**config.mk**
```make
export PLATFORM = sky130hd
export DESIGN_NAME = store_buffer
export DESIGN_NICKNAME = d
export VERILOG_FILES = /design/src/rtl/store_buffer.sv
export SDC_FILE = /design/constraint.sdc
export NUM_CORES = 1
export LEC_CHECK = 0
export CORE_ASPECT_RATIO = 1.5
export CORE_MARGIN = 2
export CORE_UTILIZATION = 50
export CTS_CLUSTER_SIZE = 20
export DETAILED_ROUTE_END_ITERATION = 7
export PLACE_DENSITY_LB_ADDON = 0.08
export REMOVE_ABC_BUFFERS = 1
export SLEW_MARGIN = 25
export SYNTH_ARGS = -nofsm -noshare
export SYNTH_HDL_FRONTEND = slang
export SYNTH_SLANG_ARGS = --single-unit
```
**constraint.sdc**
```tcl
create_clock -name clk -period 3.75 [get_ports clk]
set_clock_uncertainty 0.05 [all_clocks]
set_input_delay 0.375 -clock clk [delete_from_list [all_inputs] [get_ports clk]]
set_output_delay 0.375 -clock clk [all_outputs]
set_load 0.005 [all_outputs]
```
**src/rtl/store_buffer.sv**
```systemverilog
// ---------------------------------------------------------------------------
// store_buffer
//
// Purpose: decouples core stores from the memory bus.
//   - Each store is legality-checked against its width and alignment.
//   - Legal stores are lane-formatted and queued in a DEPTH-entry FIFO.
//   - Illegal stores are dropped and reported with a one-cycle store_err pulse.
//   - The FIFO head is presented to memory with a valid/ready handshake.
//
// Ports:
//   clk          in   single clock; all state changes on its rising edge
//   reset        in   synchronous, active-high reset
//   mem_write_en in   store request from the core
//   s_type       in   store funct3 (000 SB, 001 SH, 010 SW)
//   mem_addr     in   byte address of the store
//   mem_wdata    in   right-aligned store data
//   stall        out  core must hold the current store (buffer full)
//   store_err    out  one-cycle pulse after a rejected store
//   bus_valid    out  head entry is presented to memory
//   bus_ready    in   memory accepts the head entry
//   bus_addr     out  word-aligned head address
//   bus_wdata    out  lane-replicated head data
//   bus_wstrb    out  head byte-lane strobes
//   count        out  number of valid entries
//   empty        out  high when no entries are held
// ---------------------------------------------------------------------------
module store_buffer #(
    parameter int DEPTH = 4
) (
    input  logic                     clk,
    input  logic                     reset,
    input  logic                     mem_write_en,
    input  logic [2:0]               s_type,
    input  logic [31:0]              mem_addr,
    input  logic [31:0]              mem_wdata,
    output logic                     stall,
    output logic                     store_err,
    output logic                     bus_valid,
    input  logic                     bus_ready,
    output logic [31:0]              bus_addr,
    output logic [31:0]              bus_wdata,
    output logic [3:0]               bus_wstrb,
    output logic [$clog2(DEPTH):0]   count,
    output logic                     empty
);

    localparam int AW = $clog2(DEPTH);
    localparam int CW = AW + 1;

    // Entry storage; only the word address is kept since bits [1:0] are
    // always zero on the bus.
    logic [29:0]   ent_addr_q  [DEPTH];
    logic [31:0]   ent_wdata_q [DEPTH];
    logic [3:0]    ent_wstrb_q [DEPTH];

    logic [AW-1:0] wr_ptr_q, wr_ptr_d;
    logic [AW-1:0] rd_ptr_q, rd_ptr_d;
    logic [CW-1:0] count_q,  count_d;
    logic          store_err_q, store_err_d;

    logic          legal;
    logic [3:0]    lane_strb;
    logic [31:0]   lane_data;
    logic          full;
    logic          is_empty;
    logic          accept;
    logic          dequeue;

    // Store decode: legality, byte strobes and lane replication.
    always_comb begin
        legal     = 1'b0;
        lane_strb = 4'b0000;
        lane_data = 32'h0;
        unique case (s_type)
            3'b000: begin
                legal     = 1'b1;
                lane_strb = 4'b0001 << mem_addr[1:0];
                lane_data = {4{mem_wdata[7:0]}};
            end
            3'b001: begin
                legal     = ~mem_addr[0];
                lane_strb = mem_addr[1] ? 4'b1100 : 4'b0011;
                lane_data = {2{mem_wdata[15:0]}};
            end
            3'b010: begin
                legal     = (mem_addr[1:0] == 2'b00);
                lane_strb = 4'b1111;
                lane_data = mem_wdata;
            end
            default: begin
                legal     = 1'b0;
            end
        endcase
    end

    assign full     = (count_q == CW'(DEPTH));
    assign is_empty = (count_q == '0);

    // A full buffer never enqueues, even if the head drains this cycle;
    // this keeps stall independent of bus_ready. Illegal stores are
    // rejected rather than held, so they never stall.
    assign stall    = mem_write_en & legal & full;
    assign accept   = mem_write_en & legal & ~full;
    assign dequeue  = ~is_empty & bus_ready;

    always_comb begin
        wr_ptr_d    = wr_ptr_q;
        rd_ptr_d    = rd_ptr_q;
        count_d     = count_q;
        store_err_d = mem_write_en & ~legal;
        if (accept) begin
            wr_ptr_d = wr_ptr_q + AW'(1);
        end
        if (dequeue) begin
            rd_ptr_d = rd_ptr_q + AW'(1);
        end
        unique case ({accept, dequeue})
            2'b10:   count_d = count_q + CW'(1);
            2'b01:   count_d = count_q - CW'(1);
            default: count_d = count_q;
        endcase
    end

    always_ff @(posedge clk) begin
        if (reset) begin
            wr_ptr_q    <= '0;
            rd_ptr_q    <= '0;
            count_q     <= '0;
            store_err_q <= 1'b0;
        end else begin
            wr_ptr_q    <= wr_ptr_d;
            rd_ptr_q    <= rd_ptr_d;
            count_q     <= count_d;
            store_err_q <= store_err_d;
        end
    end

    // Payload RAM needs no reset: outputs are masked whenever the buffer
    // is empty, and a store coinciding with reset is dropped here.
    always_ff @(posedge clk) begin
        if (accept && !reset) begin
            ent_addr_q[wr_ptr_q]  <= mem_addr[31:2];
            ent_wdata_q[wr_ptr_q] <= lane_data;
            ent_wstrb_q[wr_ptr_q] <= lane_strb;
        end
    end

    assign bus_valid = ~is_empty;
    assign bus_addr  = is_empty ? 32'h0 : {ent_addr_q[rd_ptr_q], 2'b00};
    assign bus_wdata = is_empty ? 32'h0 : ent_wdata_q[rd_ptr_q];
    assign bus_wstrb = is_empty ? 4'b0000 : ent_wstrb_q[rd_ptr_q];
    assign count     = count_q;
    assign empty     = is_empty;
    assign store_err = store_err_q;

endmodule

```
==> results of run 1 <==
==> synthesized netlist by cell type (5+ instances only) <==
cell type,n,area share (%)
dfxtp_1,10,1.8
buf_6,5,0.51
edfxtp_1,264,72
nand2_1,17,0.58
inv_1,8,0.27
and2_1,79,4.5
ha_1,5,0.56
clkbuf_1,16,0.54
nor2_1,20,0.68
buf_2,11,0.50
mux2i_1,9,0.81
nor2b_1,11,0.62
or2_2,8,0.45
a21oi_1,29,1.3
mux4_2,66,13
==> logic make-up after synthesis <==
logic type                 after synthesis  share of synthesized area [%]
xor gates and xnor gates                 4                          0.316
DFF                                    274                           73.4
adders and majority gates                6                          0.745
AOI/OAI and AO/OA                       34                           1.64
muxes                                   76                           14.4
other                                    1                         0.0338
and+or+nand+nor                        146                           7.52
buffers and inverters                   43                           2.02
==> how the worst max path moves through the flow <==
stage              start                          end  slack (ns)  cells after the start
3_5_place_dp   s_type[0]  ent_addr_q[0][18]$_DFFE_PP_        0.58                      6
4_1_cts             flop                 bus_wdata[1]        0.51                      4
3_3_place_gp   s_type[0]  ent_wdata_q[0][4]$_DFFE_PP_        0.66                      6
5_1_grt             flop                 bus_wstrb[0]        0.46                      4
2_1_floorplan       flop                 bus_addr[10]       -0.30                      2
6_report            flop                bus_wdata[17]        0.63                      4
==> area by class of cell <==
| type | instances | area, µm² | area share [%] |
|---|---|---|---|
| timing repair buffer | 164 | 1690 | 12.2 |
| clock buffer | 28 | 637 | 4.60 |
| multi-input combinational | 268 | 2750 | 19.8 |
| tap | 272 | 340 | 2.46 |
| clock inverter | 17 | 269 | 1.94 |
| inverter | 8 | 30.0 | 0.217 |
| sequential | 274 | 8140 | 58.8 |
==> power by group <==
group          switching, W  leakage, nW  internal [W]
clock network       0.00107        0.441       0.00171
logic              0.000691         1.54       0.00104
registers         0.0000747         2.49       0.00340
total               0.00183         4.47       0.00614
==> flip-flops by register name, summed over array words and instances, names as in the netlist, named ones only <==
register / cells
ent_wdata_q: 128
ent_addr_q: 120
ent_wstrb_q: 16
count: 3
rd_ptr_q: 2
wr_ptr_q: 2
store_err: 1
==> cell usage in the layout, fill, tap and decap left out, types with 2 or more instances in the layout <==
| cell | n |
|---|---|
| buf_4 | 13 |
| nor2_1 | 20 |
| buf_12 | 8 |
| mux4_2 | 66 |
| or2_2 | 8 |
| a21oi_1 | 29 |
| o21a_1 | 2 |
| or3_1 | 2 |
| clkdlybuf4s50_1 | 143 |
| nand2_1 | 17 |
| nor2b_1 | 10 |
| dfxtp_4 | 2 |
| clkinv_1 | 3 |
| dfxtp_1 | 8 |
| clkbuf_16 | 25 |
| bufinv_16 | 7 |
| and2_4 | 4 |
| clkbuf_1 | 3 |
| clkinv_2 | 4 |
| conb_1 | 2 |
| edfxtp_1 | 264 |
| and2_1 | 75 |
| ha_1 | 5 |
| inv_1 | 8 |
| mux2i_1 | 9 |
| xor2_1 | 3 |
| nand2b_1 | 3 |
==> per-layer routing <==
layer	up-vias	routed length (µm)
li1	2572	-
met1	2957	9350
met2	164	12400
met3	33	1050
met4	0	421
met5	-	0
==> critical path, delay by kind of cell (launching register included) <==
| kind | cells | cell delay, ns |
|---|---|---|
| buffers and inverters | 2 | 0.81 |
| flip-flops | 1 | 0.63 |
| multiplexers | 1 | 0.56 |
| AND/OR/NAND/NOR | 1 | 0.18 |
==> through the flow <==
| stage | utilization [%] | instance area, µm² |
|---|---|---|
| 2_1_floorplan | - | 10900 |
| 6_report | 63.8 | 13800 |
| 3_3_place_gp | 59.6 | 12900 |
| 4_1_cts | 63.8 | 13800 |
| 3_5_place_dp | 59.6 | 12900 |
| 5_1_grt | 63.8 | 13800 |
==> results.toml, run 1 <==
[floorplan]
design.core.area_um2 = 21700
fp.dieW_um = 126
rows = 66
die_y_um = 186
initial_core_util_pct = 51.0
ios = 146
die-area_um2 = 23400

[yosys]
yosysWarnings = 0
synthArstFlopShare_pct = 0
synth_ff_type = "edfxtp_1"
ys_types = 32
synthCells = 584
syn_area_per_cell_um2 = 19.0
seq_area_frac_synth_pct = 73.4
synth_edf_count = 264
synth_seq_cells = 274
syn_area_um2 = 11100

[flow_run]
maxCapViolCount = 0

[grt]
grt_max_degree = 36
gr-total-overflow = 0
met1_usage_pct = 25.7
grtUsageMet3_pct = 2.84
grt_first_pass_wirelength_um = 35700
grt_use_total_pct = 19.9
first_global_vias = 6198
use_met2_pct = 35.8
antenna_found_initial = 0
top_usage_layer = "met2"

[place]
portBuffers = 143
place_congestion = 0.751
place_ws_ns = 0.576
place_inst = 986
dpl.hpwl_um = 15100

[worst_hold_path]
hold_end = "ent_addr_q[0][29]$_DFFE_PP_"
min_path_type = "in -> reg"
hold_start = "mem_addr[31]"
whs_path_depth = 1

[route]
vias_per_cell = 5.55
detail_route.iter0.violations = 402
drtPass1Iterations = 6
drc = 0
routedWlPerCell_um = 22.5
drt-total-wl_um = 23200
vias = 5726
final_antenna_net_count = 0

[cts]
clk_pin_slew_worst_paths_ns = 0.07
cts_resized = 0
clk_latency_ns = 0.51
cts_tree = "yes"
cts_hold_buf = 0
clock_sinks = 274
post-cts-setup-buffer-count = 0
cts_made_buffers = 25
cts_root_buf = "clkbuf_16"
cts_buffer_depth = 3
htreeDepth = 1

[critical_path]
critPathMaxStageDelay_ns = 0.63
r2r_end = "count[2]$_SDFFE_PP0P_"
reg2reg_depth = 8
regToRegStartpoint = "count[2]$_SDFFE_PP0P_"
setup.worst_path.start_class = "flop"
end_kind = "primary output"
crit_required_ns = 3.32
r2r_slack_ns = 1.31
critical_path.max_fanout = 20
critPathKind = "reg -> out"
crit_arrival_ns = 2.69
crit_slowest_cell = "dfxtp_4"
worstPathCellList = "buf_4, mux4_2, and2_1, clkdlybuf4s50_1"

[finish]
drive_gt1_share_pct = 19.2
stdcell_count = 1031
area_growth_pct = 25.0
fin_nets = 818
n_antenna_cell = 0
nFillCells = 1532

[sta]
hold_viol = 0
max_freq_mhz = 321
setup_ws_ns = 0.630
rsz0062_at_grt = "no"
holdWs_ns = 0.460
maxSlewViolCount = 0
finalSetupViolCount = 0
period_share_pct = 83.2
relSlewSlack_pct = 33.5
worstMarginPinSlew_ns = 0.998
period_minus_slack_ns = 3.12
setup-tns-final_ns = 0

[power]
peakVddDrop_mv = 0.347
p_leak_nw = 4.47
power_density_nw_per_um2 = 576
power_w = 0.00797

[status]
status = "finished clean"
Note: power is estimated with default switching activity, not from simulation.
==> run 2: changes to the inputs <==
==> constraint.sdc (replaced) <==
create_clock -name clk -period 2.64 [get_ports clk]
set_clock_uncertainty 0.05 [all_clocks]
set_input_delay 0.264 -clock clk [delete_from_list [all_inputs] [get_ports clk]]
set_output_delay 0.264 -clock clk [all_outputs]
set_load 0.005 [all_outputs]
==> run 2 against run 1 <==
Compared with the run above: the flow now finishes with violations (setup timing); clock power is 36% higher; register-to-register slack got worse by 0.86 ns; utilization increased by 2.2 points; critical path type unchanged; critical endpoint is now bus_wdata[12]; largest cell class unchanged; highest routed layer unchanged.
==> results.toml, run 2 (synthesis gave the netlist of run 1 again) <==
[route]
vias = 5895
wl_met3_um = 1040
vias_per_cell = 5.50
wl_met2_um = 13100
drc = 0
final_antenna_net_count = 0
wl_met1_um = 9670
drt-total-wl_um = 24100
dr.max_layer_used = "met4"
detail_route.iter0.violations = 380
drtPass1Iterations = 4
routedWlPerCell_um = 22.5

[finish]
n_antenna_cell = 0
largestRegisters = "ent_wdata_q: 128 flops, ent_addr_q: 120 flops, ent_wstrb_q: 16 flops"
largest_reg_flops = 128
drive_gt1_share_pct = 23.3
nFillCells = 1505
mostFrequentLayoutCells = "264 x edfxtp_1, 87 x clkdlybuf4s50_1, 70 x and2_1, 66 x mux4_2, 46 x dlygate4sd2_1"
fin_nets = 856
layout_commonest_cell = "edfxtp_1"
area_growth_pct = 29.2
top_register = "ent_wdata_q"
fin_area_um2 = 14300

[grt]
grt_use_total_pct = 20.6
antenna_found_initial = 0
grt_first_pass_wirelength_um = 37600
first_global_vias = 6581
grt_max_degree = 70
gr-total-overflow = 0

[floorplan]
die_y_um = 186
initial_core_util_pct = 51.0
die-area_um2 = 23400
fp.dieW_um = 126
ios = 146
rows = 66
design.core.area_um2 = 21700

[sta]
rsz0062_at_grt = "yes"
maxSlewViolCount = 0
period_share_pct = 101
relSlewSlack_pct = 31.1
worstMarginPinSlew_ns = 1.03
max_freq_mhz = 376
setup_ws_ns = -0.0191
hold_viol = 0
period_minus_slack_ns = 2.66
finalSetupViolCount = 7

[cts]
cts_root_buf = "clkbuf_16"
clock_sinks = 274
cts_tree = "yes"
cts_buffer_depth = 3
clk_latency_ns = 0.51
cts_made_buffers = 26
clk_pin_slew_worst_paths_ns = 0.06
htreeDepth = 1
cts_hold_buf = 0

[critical_path]
crit_slowest_cell = "mux4_2"
critical_path.max_fanout = 7
critPathKind = "reg -> out"
critical-path-top-delay-family = "buffers and inverters"
cp_num_buf_inv = 3
end_kind = "primary output"
setup.worst_path.start_class = "flop"
crit_required_ns = 2.33
crit_arrival_ns = 2.35
worstPathCellList = "buf_4, clkbuf_16, mux4_2, and2_1, clkdlybuf4s50_1"
critPathMaxStageDelay_ns = 0.49

[place]
post_dp_cell_area_um2 = 13100
dpl.hpwl_um = 14800
place_congestion = 0.729
portBuffers = 143
place_ws_ns = -0.0572

[flow_run]
maxCapViolCount = 0

[power]
power_w = 0.0115
power_density_nw_per_um2 = 802
p_leak_nw = 5.09
peakVddDrop_mv = 0.708

[worst_hold_path]
min_path_type = "in -> reg"

[status]
status = "finished with violations"
failed_checks = "setup timing"
## run 2: stage by stage
step / std cells / setup TNS [ns] / hold slack [ns] / utilization [%]
final: 1071 / -0.0816 / 0.345 / 65.9
after global routing: 1071 / -1.16 / 0.341 / 65.9
after CTS: 1057 / -1.65 / 0.322 / 65.1
after detailed placement: 996 / -0.0572 / 0.460 / 60.2
after global placement: 996 / 0 / 0.451 / 60.2
after floorplan: 550 / -209.59 / 0.283 / -
## run 2: power by group
part	switching, W	internal, W	leakage (nW)
clock network	0.00150	0.00226	0.423
logic	0.00116	0.00167	2.18
registers	0.0000482	0.00482	2.49
## run 2: path summary, 6_finish.rpt
path	from	end	slack, ns	depth (start not counted)
max	flop	bus_wdata[12]	-0.02	5
min	mem_addr[25]	ent_addr_q[1][23]$_DFFE_PP_	0.34	1
min reg2reg	wr_ptr_q[1]$_SDFFE_PP0P_	wr_ptr_q[1]$_SDFFE_PP0P_	0.47	2
max reg2reg	count[2]$_SDFFE_PP0P_	count[2]$_SDFFE_PP0P_	0.45	8
## run 2: cell type report
type	count	area, µm²	area share [%]
clock inverter	13	164	1.15
multi-input combinational	268	2760	19.3
clock buffer	35	706	4.93
tap	272	340	2.38
inverter	8	30.0	0.210
sequential	274	8140	56.8
timing repair buffer	201	2180	15.2
## run 2: what timing repair did
action / CTS / global route
endpoints found under the hold margin: 0 / 0
setup buffers: 9 / 13
gates cloned: 4 / 2
gates resized for setup: 63 / 14
endpoints found under the setup margin: 67 / 30
## run 2: layer usage
layer  up-vias  track usage [%]
li1       2651                -
met1      3060             26.4
met2       160             37.3
met3        24             2.75
met4         0             4.70
met5         -                0
==> run 3: changes to the inputs <==
--- a/config.mk
+++ b/config.mk
@@ -5,9 +5,11 @@
 export SDC_FILE = /design/constraint.sdc
 export NUM_CORES = 1
 export LEC_CHECK = 0
+export CELL_PAD_IN_SITES_DETAIL_PLACEMENT = 0
+export CELL_PAD_IN_SITES_GLOBAL_PLACEMENT = 2
 export CORE_ASPECT_RATIO = 1.5
 export CORE_MARGIN = 2
-export CORE_UTILIZATION = 50
+export CORE_UTILIZATION = 37
 export CTS_CLUSTER_SIZE = 20
 export DETAILED_ROUTE_END_ITERATION = 7
 export PLACE_DENSITY_LB_ADDON = 0.08
==> run 3 against run 2 <==
Compared with the run above: the run now ends clean; non-clock buffer count rose by 7; register-to-register slack got worse by 0.04 ns; wire length rose by 5.8%; critical path type unchanged; sequential cell count did not move; sequential share of layout area fell by 0.98 points; clock-buffer cell count rose by 2.
==> results.toml, run 3 (synthesis gave the netlist of run 1 again) <==
[finish]
area_growth_pct = 31.5
n_antenna_cell = 0
drive_gt1_share_pct = 24.2
fin_nets = 863
top_register = "ent_wdata_q"
stdcell_count = 1201
largestRegisters = "ent_wdata_q: 128 flops, ent_addr_q: 120 flops, ent_wstrb_q: 16 flops"
layout_commonest_cell = "edfxtp_1"
nFillCells = 2537
mostFrequentLayoutCells = "264 x edfxtp_1, 84 x clkdlybuf4s50_1, 66 x mux4_2, 65 x and2_1, 37 x buf_4"
largest_reg_flops = 128
fin_area_um2 = 14600

[worst_hold_path]
min_path_type = "in -> reg"

[floorplan]
ios = 146
die_y_um = 216
fp.dieW_um = 145
rows = 77
die-area_um2 = 31400
initial_core_util_pct = 37.6
design.core.area_um2 = 29500

[place]
place_congestion = 0.700
portBuffers = 143
place_inst = 1121
dpl.hpwl_um = 15300
post_dp_cell_area_um2 = 13200

[sta]
period_share_pct = 98.4
hold_viol = 0
max_freq_mhz = 385
period_minus_slack_ns = 2.60
holdWs_ns = 0.320
maxSlewViolCount = 0
finalSetupViolCount = 0
rsz0062_at_grt = "yes"
setup-tns-final_ns = 0

[route]
detail_route.iter0.violations = 270
wl_met3_um = 1300
final_antenna_net_count = 0
vias_per_cell = 4.90
drc = 0
dr.max_layer_used = "met5"
drt-total-wl_um = 25500
wl_met1_um = 9850
drtPass1Iterations = 4
wl_met2_um = 13700
routedWlPerCell_um = 21.2
vias = 5882

[critical_path]
setup.worst_path.start_class = "flop"
critical_path.max_fanout = 11
crit_required_ns = 2.33
critPathKind = "reg -> out"
r2r_slack_ns = 0.41
crit_arrival_ns = 2.28
end_kind = "primary output"

[power]
power_w = 0.0115
peakVddDrop_mv = 0.695
power_density_nw_per_um2 = 787
p_leak_nw = 5.43

[cts]
clk_latency_ns = 0.53
clk_pin_slew_worst_paths_ns = 0.06
cts_tree = "yes"
cts_made_buffers = 26
htreeDepth = 1
cts_buffer_depth = 3
cts_hold_buf = 0
cts_root_buf = "clkbuf_16"
clock_sinks = 274

[flow_run]
maxCapViolCount = 0

[grt]
grt_first_pass_wirelength_um = 38800
antenna_found_initial = 2
grt_max_degree = 32
gr-total-overflow = 0
grt_use_total_pct = 16.3
first_global_vias = 6543

[status]
status = "finished clean"
-- run 3: cell types whose count changed in the layout (fill, tap and decap cells not counted), sizes merged --
cell / previous run / this run
clkbuf: 37 / 38
bufinv: 4 / 1
clkdlybuf4s15: 0 / 4
clkdlybuf4s50: 87 / 84
clkinvlp: 1 / 0
buf: 55 / 63
clkinv: 8 / 10
dlygate4sd2: 46 / 20
dlymetal6s2s: 10 / 35
-- run 3: worst max-delay path, cell delays in order, from the launching register on --
cell	delay [ns]
dfxtp_4	0.37
buf_8	0.13
buf_16	0.16
mux4_2	0.49
and2_1	0.17
clkdlybuf4s50_1	0.45
-- run 3: layer usage --
metal / vias up / GRT usage, %
met5: - / 0
li1: 2672 / -
met3: 30 / 3.11
met4: 2 / 5.33
met2: 138 / 30.0
met1: 3040 / 19.0
-- run 3: cell type report --
| type | instances | area [µm²] | share of cell area (%) |
|---|---|---|---|
| sequential | 274 | 8140 | 55.9 |
| multi-input combinational | 268 | 2770 | 19.0 |
| timing repair buffer | 208 | 2330 | 16.0 |
| clock buffer | 37 | 723 | 4.97 |
| tap | 395 | 494 | 3.39 |
| clock inverter | 11 | 73.8 | 0.507 |
| inverter | 8 | 30.0 | 0.206 |
-- run 3: stage by stage --
stage | util, % | setup slack, ns
after detailed placement | 44.9 | -0.0252
after floorplan | - | -1.30
final | 49.4 | 0.0427
after global placement | 44.9 | 0.0302
after CTS | 48.2 | -0.0811
after global routing | 49.4 | -0.0450
-- run 3: final timing paths --
kind	startpoint	end	cells past startpoint
max	flop	bus_addr[21]	5
min	mem_addr[16]	ent_addr_q[0][14]$_DFFE_PP_	1
max reg2reg	count[2]$_SDFFE_PP0P_	count[2]$_SDFFE_PP0P_	8
min reg2reg	wr_ptr_q[1]$_SDFFE_PP0P_	wr_ptr_q[1]$_SDFFE_PP0P_	2
-- run 3: where the power goes --
part / total (W) / internal (W) / leakage [nW] / switching, W
logic: 0.00310 / 0.00187 / 2.55 / 0.00124
registers: 0.00486 / 0.00483 / 2.49 / 0.0000389
clock network: 0.00349 / 0.00200 / 0.392 / 0.00149
-- run 3: repair_timing --
action,CTS,global route
pin swaps,0,6
hold endpoints to repair,0,0
endpoints found under the setup margin,65,44
cloned,4,1
setup buffers,6,21
resized for setup,39,55
